<file path="src/rtl/cell_draw_scheduler_if.sv">
// Write-path and renderer-handshake signals between game logic, the scheduler and the cell renderer.
interface cell_draw_scheduler_if;
    logic       wr_en;
    logic [3:0] wr_row;
    logic [3:0] wr_col;
    logic [3:0] wr_data;
    logic       wr_ack;
    logic       wr_err;
    logic       full_redraw;
    logic       draw_start;
    logic [3:0] draw_row;
    logic [3:0] draw_col;
    logic [3:0] draw_data;
    logic       draw_done;
    logic       busy;
    logic [6:0] dirty_count;

    modport master (
        output wr_en, wr_row, wr_col, wr_data, full_redraw, draw_done,
        input  wr_ack, wr_err, draw_start, draw_row, draw_col, draw_data, busy, dirty_count
    );

    modport slave (
        input  wr_en, wr_row, wr_col, wr_data, full_redraw, draw_done,
        output wr_ack, wr_err, draw_start, draw_row, draw_col, draw_data, busy, dirty_count
    );
endinterface

</file>
<file path="src/rtl/cell_draw_scheduler.sv">
// Board storage plus dirty mask; scans the mask and issues one cell draw at a time to the renderer.
module cell_draw_scheduler #(
    parameter int BOARD_N = 9
) (
    input logic                  clk,
    input logic                  rst,
    cell_draw_scheduler_if.slave bus
);
    localparam int         C      = BOARD_N * BOARD_N;
    localparam int         IW     = $clog2(C);
    localparam logic [3:0] N_LIM  = 4'(BOARD_N);
    localparam logic [3:0] N_LAST = 4'(BOARD_N - 1);
    localparam logic [6:0] C_CNT  = 7'(C);

    typedef enum logic [1:0] {SCAN, ISSUE, WAIT} state_t;
    state_t state, state_nxt;

    logic [C-1:0][3:0] cells;
    logic [C-1:0]      dirty;
    logic [3:0]        ptr_row, ptr_col;
    logic [IW-1:0]     ptr_idx, wr_idx;
    logic              wr_ok, hit, adv, inc, dec;
    logic [6:0]        count;
    logic [3:0]        draw_row, draw_col, draw_data;
    logic              wr_ack, wr_err;

    function automatic logic [IW-1:0] cell_idx(input logic [3:0] r, input logic [3:0] c);
        return IW'(32'(r) * BOARD_N + 32'(c));
    endfunction

    assign ptr_idx = cell_idx(ptr_row, ptr_col);
    assign wr_idx  = cell_idx(bus.wr_row, bus.wr_col);
    assign wr_ok   = bus.wr_en && (bus.wr_row < N_LIM) && (bus.wr_col < N_LIM) && (bus.wr_data <= 4'd9);

    // A write landing on the cell being cleared keeps it dirty, so neither count step applies.
    assign inc = wr_ok && !dirty[wr_idx];
    assign dec = hit && !(wr_ok && (wr_idx == ptr_idx));

    always_ff @(posedge clk or posedge rst) begin
        if (rst) state <= SCAN;
        else     state <= state_nxt;
    end

    always_comb begin
        state_nxt = state;
        hit       = 1'b0;
        adv       = 1'b0;
        case (state)
            SCAN: begin
                if (dirty[ptr_idx]) begin
                    hit       = 1'b1;
                    state_nxt = ISSUE;
                end else begin
                    adv = 1'b1;
                end
            end
            ISSUE: begin
                if (bus.draw_done) begin
                    adv       = 1'b1;
                    state_nxt = SCAN;
                end else begin
                    state_nxt = WAIT;
                end
            end
            WAIT: begin
                if (bus.draw_done) begin
                    adv       = 1'b1;
                    state_nxt = SCAN;
                end
            end
            default: state_nxt = SCAN;
        endcase
    end

    always_ff @(posedge clk or posedge rst) begin
        if (rst) begin
            cells     <= '0;
            dirty     <= '1;
            count     <= C_CNT;
            ptr_row   <= '0;
            ptr_col   <= '0;
            draw_row  <= '0;
            draw_col  <= '0;
            draw_data <= '0;
            wr_ack    <= 1'b0;
            wr_err    <= 1'b0;
        end else begin
            wr_ack <= wr_ok;
            wr_err <= bus.wr_en && !wr_ok;
            if (adv) begin
                if (ptr_col == N_LAST) begin
                    ptr_col <= '0;
                    ptr_row <= (ptr_row == N_LAST) ? 4'd0 : ptr_row + 4'd1;
                end else begin
                    ptr_col <= ptr_col + 4'd1;
                end
            end
            if (hit) begin
                draw_row       <= ptr_row;
                draw_col       <= ptr_col;
                draw_data      <= cells[ptr_idx];
                dirty[ptr_idx] <= 1'b0;
            end
            // Sets are ordered after the clear so they win on the same cell.
            if (wr_ok) begin
                cells[wr_idx] <= bus.wr_data;
                dirty[wr_idx] <= 1'b1;
            end
            if (bus.full_redraw) begin
                dirty <= '1;
                count <= C_CNT;
            end else begin
                count <= count + 7'(inc) - 7'(dec);
            end
        end
    end

    assign bus.draw_start  = (state == ISSUE);
    assign bus.busy        = (state != SCAN);
    assign bus.draw_row    = draw_row;
    assign bus.draw_col    = draw_col;
    assign bus.draw_data   = draw_data;
    assign bus.wr_ack      = wr_ack;
    assign bus.wr_err      = wr_err;
    assign bus.dirty_count = count;
endmodule

</file>
<file path="src/flat_wrapper.sv">
// flat-port wrapper written by rule: the top's interface ports become plain ports
module cell_draw_scheduler_flat 
#(
    parameter int BOARD_N = 9
)
  (clk, rst, bus_wr_en, bus_wr_row, bus_wr_col, bus_wr_data, bus_full_redraw, bus_draw_done, bus_wr_ack, bus_wr_err, bus_draw_start, bus_draw_row, bus_draw_col, bus_draw_data, bus_busy, bus_dirty_count);
  cell_draw_scheduler_if bus_i ();
  input logic clk;
  input logic rst;
  input wire logic [$bits(bus_i.wr_en)-1:0] bus_wr_en;
  input wire logic [$bits(bus_i.wr_row)-1:0] bus_wr_row;
  input wire logic [$bits(bus_i.wr_col)-1:0] bus_wr_col;
  input wire logic [$bits(bus_i.wr_data)-1:0] bus_wr_data;
  input wire logic [$bits(bus_i.full_redraw)-1:0] bus_full_redraw;
  input wire logic [$bits(bus_i.draw_done)-1:0] bus_draw_done;
  output wire logic [$bits(bus_i.wr_ack)-1:0] bus_wr_ack;
  output wire logic [$bits(bus_i.wr_err)-1:0] bus_wr_err;
  output wire logic [$bits(bus_i.draw_start)-1:0] bus_draw_start;
  output wire logic [$bits(bus_i.draw_row)-1:0] bus_draw_row;
  output wire logic [$bits(bus_i.draw_col)-1:0] bus_draw_col;
  output wire logic [$bits(bus_i.draw_data)-1:0] bus_draw_data;
  output wire logic [$bits(bus_i.busy)-1:0] bus_busy;
  output wire logic [$bits(bus_i.dirty_count)-1:0] bus_dirty_count;
  assign bus_i.wr_en = bus_wr_en;
  assign bus_i.wr_row = bus_wr_row;
  assign bus_i.wr_col = bus_wr_col;
  assign bus_i.wr_data = bus_wr_data;
  assign bus_i.full_redraw = bus_full_redraw;
  assign bus_i.draw_done = bus_draw_done;
  assign bus_wr_ack = bus_i.wr_ack;
  assign bus_wr_err = bus_i.wr_err;
  assign bus_draw_start = bus_i.draw_start;
  assign bus_draw_row = bus_i.draw_row;
  assign bus_draw_col = bus_i.draw_col;
  assign bus_draw_data = bus_i.draw_data;
  assign bus_busy = bus_i.busy;
  assign bus_dirty_count = bus_i.dirty_count;
  cell_draw_scheduler #(.BOARD_N(BOARD_N)) u_core (.clk(clk), .rst(rst), .bus(bus_i));
endmodule
</file>
<file path="config.mk">
export PLATFORM = sky130hd
export DESIGN_NAME = cell_draw_scheduler_flat
export DESIGN_NICKNAME = d
export VERILOG_FILES = /design/src/rtl/cell_draw_scheduler_if.sv /design/src/rtl/cell_draw_scheduler.sv /design/src/flat_wrapper.sv
export SDC_FILE = /design/constraint.sdc
export NUM_CORES = 1
export LEC_CHECK = 0
export ABC_AREA = 1
export CAP_MARGIN = 15
export CORE_ASPECT_RATIO = 0.8
export CORE_MARGIN = 1.5
export CORE_UTILIZATION = 45
export CTS_BUF_LIST = sky130_fd_sc_hd__clkbuf_8
export DETAILED_ROUTE_END_ITERATION = 10
export PLACE_DENSITY = 0.6
export RECOVER_POWER = 50
export REMOVE_ABC_BUFFERS = 1
export SYNTH_ARGS = -nofsm -noshare
export SYNTH_HDL_FRONTEND = slang
export SYNTH_SLANG_ARGS = --single-unit
</file>
<file path="constraint.sdc">
create_clock -name clk -period 14.86 [get_ports clk]
set_input_delay 2.229 -clock clk [delete_from_list [all_inputs] [get_ports clk]]
set_output_delay 2.229 -clock clk [all_outputs]
set_load 0.02 [all_outputs]
</file>
---- Word-level counts from Yosys, hierarchy flattened ----
Cells that the tools add are included.
operators by class
  add/sub/neg operators ................... 6
  multipliers ............................. 2
  $lt $le $gt $ge ......................... 7
  eq/ne operators ......................... 7
  multiplexer cells ....................... 28
  bitwise gates (word level) .............. 3
  reductions and logical operators ........ 17
operator list
  operator             number
  $bwmux 324           1
  $mux 81              3
  $and 81x81->81       1
  $not 81->81          1
  $or 81x81->81        1
  $bmux 4 s7           1
  $demux 4 s7          1
  $lt 7x8->1 const B   2
  $mux 4               4
  $add 7x4->7          2
  $bmux 1 s7           2
  $demux 1 s7          2
  $ge 7x1->1 const B   2
  $mul 4x4->7 const B  2
  $logic_and 1x1->1    9
  $add 4x1->4 const B  2
  $eq 4x4->1 const B   2
  $lt 4x4->1 const B   2
  $mux 1               8
  $add 7x1->7          1
  $eq 7x7->1           1
  $mux 7               1
  $sub 7x1->7          1
  $mux 2               3
  other kinds (12)     15
word-level totals
  register bits after elaboration ......... 436
  input port bits ......................... 17
  output and inout port bits .............. 23

---- Depth between registers and ports, before layout ----
Gate-level depths: netlist of the first run.
  word-level depth ........................ 12
  depth in mapped cells ................... 32

---- Worst setup path after synthesis of the first run ----
Ideal clock, no wire load.
  path kind ............................... input to register
  start ................................... in bus_wr_row[0]
  end ..................................... reg u_core.count[6], in the netlist u_core.bus.dirty_count[6]
  arrival time ............................ 5.886 ns
  data required time ...................... 14.776 ns
  setup slack ............................. 8.890 ns
  stages .................................. 24
  path buffers ............................ 0
  cells stage by stage .................... ha_1 ha_1 ha_1 nand3_1 nand3_1 nand2_1 nand2_1 a21oi_1 xor2_2 xor2_1 a31oi_1 ha_1 inv_1 ha_1 inv_1 fa_1 o31ai_1 nand2_1 inv_1 nor2_1 inv_1 a21oi_1 xor2_1 or2_2
between the ends
  cells in the longest elaborated chain, start to end .. 9
  elaborated cells between the ends (all ways) .. 17
  classes of those cells .................. add/sub: 3; mul: 1; order compare: 1; eq/ne: 1; mux: 3; reduce/logical: 8
RTL lines
  element                                                            line                                                   RTL
  start, declared                                                    flat_wrapper.sv:11                                     input wire logic [$bits(bus_i.wr_row)-1:0] bus_wr_row;
  $mul 4x4->7 or $lt 4x4->1 (tied branches)                          cell_draw_scheduler.sv:28, cell_draw_scheduler.sv:33
  $add 7x4->7 or $logic_and 1x1->1 (tied branches)                   cell_draw_scheduler.sv:28, cell_draw_scheduler.sv:33
  $bmux 1 s7 or $logic_and 1x1->1 (tied branches)                    cell_draw_scheduler.sv:36, cell_draw_scheduler.sv:33
  $mux 1 (not written as such) or $logic_and 1x1->1 (tied branches)  cell_draw_scheduler.sv:36, cell_draw_scheduler.sv:33
  $logic_not 1->1 or $logic_and 1x1->1 (tied branches)               cell_draw_scheduler.sv:36, cell_draw_scheduler.sv:37
  $logic_and 1x1->1 or $logic_not 1->1 (tied branches)               cell_draw_scheduler.sv:36, cell_draw_scheduler.sv:37
  $add 7x1->7 or $logic_and 1x1->1 (tied branches)                   cell_draw_scheduler.sv:113, cell_draw_scheduler.sv:37
  $sub 7x1->7 (*)                                                    cell_draw_scheduler.sv:113                             count <= count + 7'(inc) - 7'(dec);
  $mux 7 (*)                                                         cell_draw_scheduler.sv:109                             if (bus.full_redraw) begin
  end signal, assigned                                               cell_draw_scheduler.sv:113
  end, declared                                                      cell_draw_scheduler.sv:23                              logic [6:0] count;
Mark *: on every way between the ends. The rest lies on a longest branch, timed or not. The select of a mux whose other input is x is not followed.
A chain may end at the register's enable or synchronous reset.

==> impl_metrics.py, run 1 <==
metrics = {
    "global_routing": {
        "antenna_found_initial": 3,
        "grt_usage": 0.297,
        "gr-total-overflow": 0,
        "grt_max_degree": 102,
        "grt_pass1_vias": 18828,
        "grt_pass1_wl_um": 113000,
    },
    "setup_path": {
        "critPathRequiredTime_ns": 15.56,
        "start_kind": "input pin",
        "crit_family": "buffers and inverters",
        "arrival_ns": 10.01,
        "cp_num_buf_inv": 5,
        "crit_path_end_kind": "async pin",
        "worstPathCellList": "dlygate4sd3_1 > clkinvlp_2 > clkbuf_1 > buf_4 > buf_4",
        "max_stage_delay_ns": 2.69,
        "critPathSlowestCell": "clkbuf_1",
        "cp_common_cell": "buf_4",
        "worstPathMaxFanout": 98,
        "path_class": "in2async",
    },
    "logic_synthesis": {
        "synth_ff_type": "dfrtp_1",
        "ys_types": 44,
        "ys_ff_latch": 436,
        "synth_edf_count": 0,
        "netlist_instances": 2763,
        "syn_avg_cell_area_um2": 7.89,
        "synth_top_area_cell": "dfrtp_1",
        "synth_top_area_frac": 0.404,
        "async_flop_share": 1.00,
        "netlist_top_cells_area": "dfrtp_1 40%, nand2_1 18%, dfstp_2 10%, o21ai_0 9.8%, nand4_1 2.9%",
        "syn_area_um2": 21800,
        "synth_warnings": 0,
        "synth_seq_area_share": 0.505,
    },
    "layout": {
        "area_growth_pct": 10.8,
        "post-route-util": 0.509,
        "nNetsFinal": 2834,
        "drive_gt1_frac": 0.0910,
        "final-instance-count-excl-fill": 3458,
        "nFillCells": 4606,
    },
    "die": {
        "fp.dieArea_um2": 49800,
        "core_um2": 47400,
        "die_h_um": 200,
        "die_w_um": 249,
        "start_util": 0.460,
        "std_cell_rows": 71,
        "ios": 40,
    },
    "placement": {
        "hpwl_um": 44600,
        "pre_cts_slack_ns": 7.58,
        "routabilityCongestion": 0.913,
        "dp.cells": 3321,
        "portBuffers": 39,
    },
    "sta": {
        "setup_viol": 0,
        "maxSlewHeadroom": -2.14,
        "tightest_slew_ns": 4.68,
        "rsz0062_at_grt": "false",
        "max_clock_freq_mhz": 107,
        "setup_ws_ns": 5.55,
        "hold_viol_final": 0,
        "finalSetupTns_ns": 0,
        "finClkSkew_ns": 0.0313,
        "min_period_ns": 9.31,
        "fin_crit_sh": 0.626,
        "slew_viol_final": 427,
    },
    "route": {
        "finalWirelength_um": 73000,
        "ant_nets": 0,
        "drt_iter0_drc": 2200,
        "first_pass_iters": 6,
        "viasPerCell": 5.73,
        "vias": 19808,
        "avgRoutedWirePerCell_um": 21.1,
        "drc_errors": 0,
    },
    "cts": {
        "cts.repair.resized": 0,
        "postCtsSetupBuffers": 0,
        "cts_made_buffers": 74,
        "cts_tree": "done",
        "path_clk_slew_ns": 0.06,
        "root_buffer": "clkbuf_8",
        "cts.path.max_buffers": 3,
        "clk_latency_ns": 0.70,
        "cts_hold_buf": 0,
        "clock_sinks": 436,
        "htreeDepth": 3,
    },
    "status": {
        "violations": "capacitance limit, slew limit",
        "status": "finished with violations",
    },
    "power_and_ir_drop": {
        "p_leak_nw": 11.5,
        "pwr_density_cell_nw_per_um2": 185,
        "peakVddDrop_uv": 169,
    },
    "min_path": {
        "hold_class": "reg2reg",
    },
    "flow_run": {
        "maxCapViolations": 7,
    },
}
[per-stage QoR]
step                hold WS (ns)  power, mW  area [um2]
floorplan                  0.453       2.52       21200
global placement           0.462       3.29       22700
detailed placement         0.467       3.31       22700
CTS                        0.477       4.45       24200
global route               0.489       4.70       24200
finish                     0.478       4.47       24200
[registers in the layout (all words and copies together), names as in the netlist]
name,flops
u_core.cells,324
u_core.dirty,81
u_core.bus.dirty_count,7
u_core.bus.draw_col,4
u_core.bus.draw_data,4
u_core.bus.draw_row,4
u_core.ptr_col,4
u_core.ptr_row,4
u_core.state,2
u_core.bus.wr_ack,1
u_core.bus.wr_err,1
[routing by layer]
metal  track usage  vias up  part of all wire
li1              -     9234                 -
met2         0.435      835              0.42
met5             0        -           0.00011
met3        0.0766      143             0.092
met4        0.0811        2             0.026
met1         0.435     9594              0.46
[report_power, final]
group / switching [mW] / total (mW) / leakage [nW] / internal [mW]
sequential: 0.0871 / 1.43 / 5.76 / 1.34
clock: 0.521 / 1.13 / 0.882 / 0.611
combinational: 1.46 / 1.91 / 4.85 / 0.445
[synthesized netlist by cell type, drive strengths merged (3+ instances only)]
master   number
nand4       102
a22o          4
dfstp        84
nor3         13
nand3        75
clkinv        8
a21oi       125
dfrtp       352
a22oi        25
nor2         82
o22ai        18
o2111ai       4
ha           37
nand2      1029
clkbuf       87
o211ai       18
o21ai       459
fa            3
o31ai         9
xor2         11
or2           5
buf          51
inv         147
[final cells by class]
class	count	area (um2)	area share
flip-flops and latches	436	11000	0.456
multi-input cells	2034	9600	0.397
clock buffers	95	1310	0.0541
well taps	620	776	0.0321
repair buffers	76	633	0.0262
inverters	155	586	0.0242
clock inverters	39	236	0.00979
diodes	3	7.51	0.000311
[worst register-to-register path: cells and delay by family, from the launching register on]
| kind | cells | cell delay [ns] |
|---|---|---|
| flops | 1 | 0.43 |
| buf+inv | 9 | 2.77 |
| xor+xnor | 1 | 0.13 |
| simple gates | 12 | 2.12 |
| fa+ha+maj | 6 | 1.95 |
| compound gates | 3 | 0.46 |
[logic make-up after synthesis]
logic type               after synthesis  share of synthesized area
buffers and inverters                293                     0.0541
flip-flops                           436                      0.505
adder cells (fa/ha/maj)               40                     0.0240
AND/OR/NAND/NOR                     1309                      0.246
XOR/XNOR                              13                    0.00626
AO/OA/AOI/OAI                        672                      0.164
[path summary, 6_finish.rpt]
check / from / to / slack [ns] / cells past startpoint
setup / recovery: rst / u_core.cells[198]$_DFFE_PP0P_ / 5.55 / 5
hold / removal: u_core.dirty[24]$_DFF_PP1_ / u_core.dirty[24]$_DFF_PP1_ / 0.48 / 2
setup reg to reg: u_core.ptr_col[1]$_DFFE_PP0P_ / u_core.bus.dirty_count[6]$_DFF_PP1_ / 6.90 / 31
hold reg to reg: u_core.dirty[24]$_DFF_PP1_ / u_core.dirty[24]$_DFF_PP1_ / 0.48 / 2
max in group clk: bus_wr_data[2] / u_core.cells[146]$_DFFE_PP0P_ / 6.00 / 13
min in group asynchronous: rst / u_core.cells[234]$_DFFE_PP0P_ / 3.43 / 2
[layout by cell type, fill, tap and decap left out, types with 9 or more instances in the layout]
master           instances
nand3_1                 72
nand2_1               1026
nor3_1                  12
nor2_1                  73
o211ai_1                18
dfstp_2                 84
nand4_1                102
o22ai_1                 18
dfrtp_1                352
dlygate4sd3_1           25
ha_1                    35
clkdlybuf4s50_1         13
o21ai_0                428
a22oi_1                 25
o21ai_1                 31
o31ai_1                  9
buf_4                   29
clkbuf_8                95
a21oi_1                125
inv_1                  165
Power figures use the tool's default switching activity.
==> run 2: changes to the inputs <==
PLACE_DENSITY = 0.58   (was 0.6)
clock period = 9.38 ns   (was 14.86 ns; I/O delays follow)
==> run 2 against run 1 <==
Net effect:
- the flow still finishes with violations (capacitance limit, slew limit)
- register-to-register slack got worse by 4.1 ns
- cell count fell by 0.17%
- utilization fell by 0.098 points
- final area fell by 0.19%
- combinational power rose by 61%
- clock power rose by 52%
- clock skew fell by 0.0015 ns
- routed wire length rose by 0.81%
- worst hold slack got worse by 0.0036 ns
- die area did not move
==> impl_metrics.py, run 2 (synthesis gave the netlist of run 1 again) <==
metrics = {
    "route": {
        "wl_met3_um": 6660,
        "drc_errors": 0,
        "avgRoutedWirePerCell_um": 21.3,
        "vias": 19804,
        "top_layer_used": "met4",
        "wl_met1_um": 34300,
        "first_pass_iters": 6,
        "ant_nets": 0,
        "finalWirelength_um": 73600,
        "drt_iter0_drc": 2275,
        "wl_met2_um": 30500,
        "viasPerCell": 5.74,
    },
    "setup_path": {
        "max_stage_delay_ns": 0.49,
        "worstPathMaxFanout": 46,
        "cp_common_cell": "nand2_1",
        "crit_path_end_kind": "flip-flop",
        "rrSetupSlack_ns": 2.79,
        "arrival_ns": 7.18,
        "crit-reg2reg-capture": "u_core.bus.dirty_count[6]$_DFF_PP1_",
        "path_class": "reg2reg",
        "timing.rr.start": "u_core.ptr_col[1]$_DFFE_PP0P_",
        "critPathRequiredTime_ns": 9.97,
        "reg2reg_depth": 31,
        "start_kind": "flip-flop",
        "critPathSlowestCell": "clkinv_1",
    },
    "flow_run": {
        "maxCapViolations": 2,
    },
    "sta": {
        "max_clock_freq_mhz": 152,
        "finClkSkew_ns": 0.0298,
        "holdWs_ns": 0.475,
        "slew_viol_final": 196,
        "hold_viol_final": 0,
        "maxSlewHeadroom": -2.81,
        "rsz0062_at_grt": "false",
        "setup_ws_ns": 2.79,
        "setup_viol": 0,
        "tightest_slew_ns": 5.72,
        "fin_crit_sh": 0.703,
        "min_period_ns": 6.59,
    },
    "cts": {
        "path_clk_slew_ns": 0.06,
        "cts.repair.resized": 0,
        "postCtsSetupBuffers": 0,
        "cts_hold_buf": 0,
        "cts_tree": "done",
        "htreeDepth": 3,
        "clk_latency_ns": 0.69,
        "clock_sinks": 436,
        "cts_made_buffers": 74,
        "cts.path.max_buffers": 3,
        "root_buffer": "clkbuf_8",
    },
    "die": {
        "ios": 40,
        "die_h_um": 200,
        "start_util": 0.460,
        "die_w_um": 249,
        "core_um2": 47400,
        "fp.dieArea_um2": 49800,
        "std_cell_rows": 71,
    },
    "layout": {
        "largest_register": "u_core.cells",
        "final_cell_mix": "1,024 x nand2_1, 428 x o21ai_0, 352 x dfrtp_1",
        "area_growth_pct": 10.6,
        "nNetsFinal": 2830,
        "drive_gt1_frac": 0.0922,
        "nFillCells": 4617,
        "largest_reg_flops": 324,
        "final-instance-count-excl-fill": 3452,
        "final_common_cell": "nand2_1",
        "post-route-util": 0.508,
    },
    "placement": {
        "routabilityCongestion": 0.967,
        "pre_cts_slack_ns": 2.90,
        "portBuffers": 39,
        "dp.cells": 3317,
        "hpwl_um": 44800,
    },
    "global_routing": {
        "grt_usage": 0.300,
        "grt_pass1_wl_um": 114000,
        "grt_pass1_vias": 19035,
        "grt_max_degree": 127,
        "antenna_found_initial": 1,
        "gr-total-overflow": 0,
    },
    "power_and_ir_drop": {
        "peakVddDrop_uv": 329,
        "pwr_density_cell_nw_per_um2": 292,
        "p_leak_nw": 11.5,
        "power.total_mw": 7.05,
    },
    "min_path": {
        "whs_path_depth": 2,
        "hp-start": "u_core.dirty[17]$_DFF_PP1_",
        "hold_class": "reg2reg",
        "min_to": "u_core.dirty[17]$_DFF_PP1_",
    },
    "status": {
        "status": "finished with violations",
        "violations": "capacitance limit, slew limit",
    },
}
-- run 2: cell count changes in the layout (fill, tap and decap cells not counted), moves of 3 or more --
cell / change
clkbuf_8: -4
clkbuf_1: -8
clkinvlp_4: -3
inv_1: +7
clkdlybuf4s50_1: +14
dlygate4sd3_1: -14
-- run 2: worst max path at each step --
stage / from / end / slack, ns
floorplan: rst / u_core.bus.dirty_count[1]$_DFF_PP0_ / -4.03
global placement: bus_wr_row[1] / u_core.bus.dirty_count[6]$_DFF_PP1_ / 3.02
detailed placement: u_core.ptr_col[1]$_DFFE_PP0P_ / u_core.bus.dirty_count[6]$_DFF_PP1_ / 2.90
CTS: u_core.ptr_col[1]$_DFFE_PP0P_ / u_core.bus.dirty_count[6]$_DFF_PP1_ / 2.88
global route: rst / u_core.bus.dirty_count[3]$_DFF_PP0_ / 1.87
finish: u_core.ptr_col[1]$_DFFE_PP0P_ / u_core.bus.dirty_count[6]$_DFF_PP1_ / 2.79
-- run 2: report_power, final --
part / switching [mW] / total (mW) / internal [mW]
logic: 2.35 / 3.07 / 0.725
clock network: 0.833 / 1.72 / 0.884
registers: 0.138 / 2.26 / 2.12
total: 3.32 / 7.05 / 3.73
-- run 2: worst max-delay path, delay by kind of cell (launching register included) --
| family | cells | cell delay, ns |
|---|---|---|
| AO/OA/AOI/OAI | 3 | 0.62 |
| adder cells (fa/ha/maj) | 6 | 1.91 |
| XOR/XNOR | 1 | 0.13 |
| buffers and inverters | 9 | 1.56 |
| flip-flops | 1 | 0.44 |
| AND/OR/NAND/NOR | 12 | 1.82 |
-- run 2: per-layer routing --
metal,vias to the layer above,global-route usage
met2,815,0.437
met3,150,0.0742
met1,9593,0.437
met5,-,0
li1,9246,-
met4,0,0.0994
-- run 2: cell type report --
class                           count  area (um2)  area share
Inverter                          155         586      0.0243
Multi-Input combinational cell   2034        9620       0.399
Tap cell                          620         776      0.0322
Antenna cell                        1        2.50    0.000104
Clock inverter                     43         210     0.00872
Sequential cell                   436       11000       0.457
Timing Repair Buffer               72         656      0.0272
Clock buffer                       91        1250      0.0519
-- run 2: stage by stage --
stage                     TNS [ns]  instance area (um2)
after floorplan           -1466.27                21200
after global placement           0                22700
after detailed placement         0                22700
after CTS                        0                24100
after global routing             0                24100
final                            0                24100
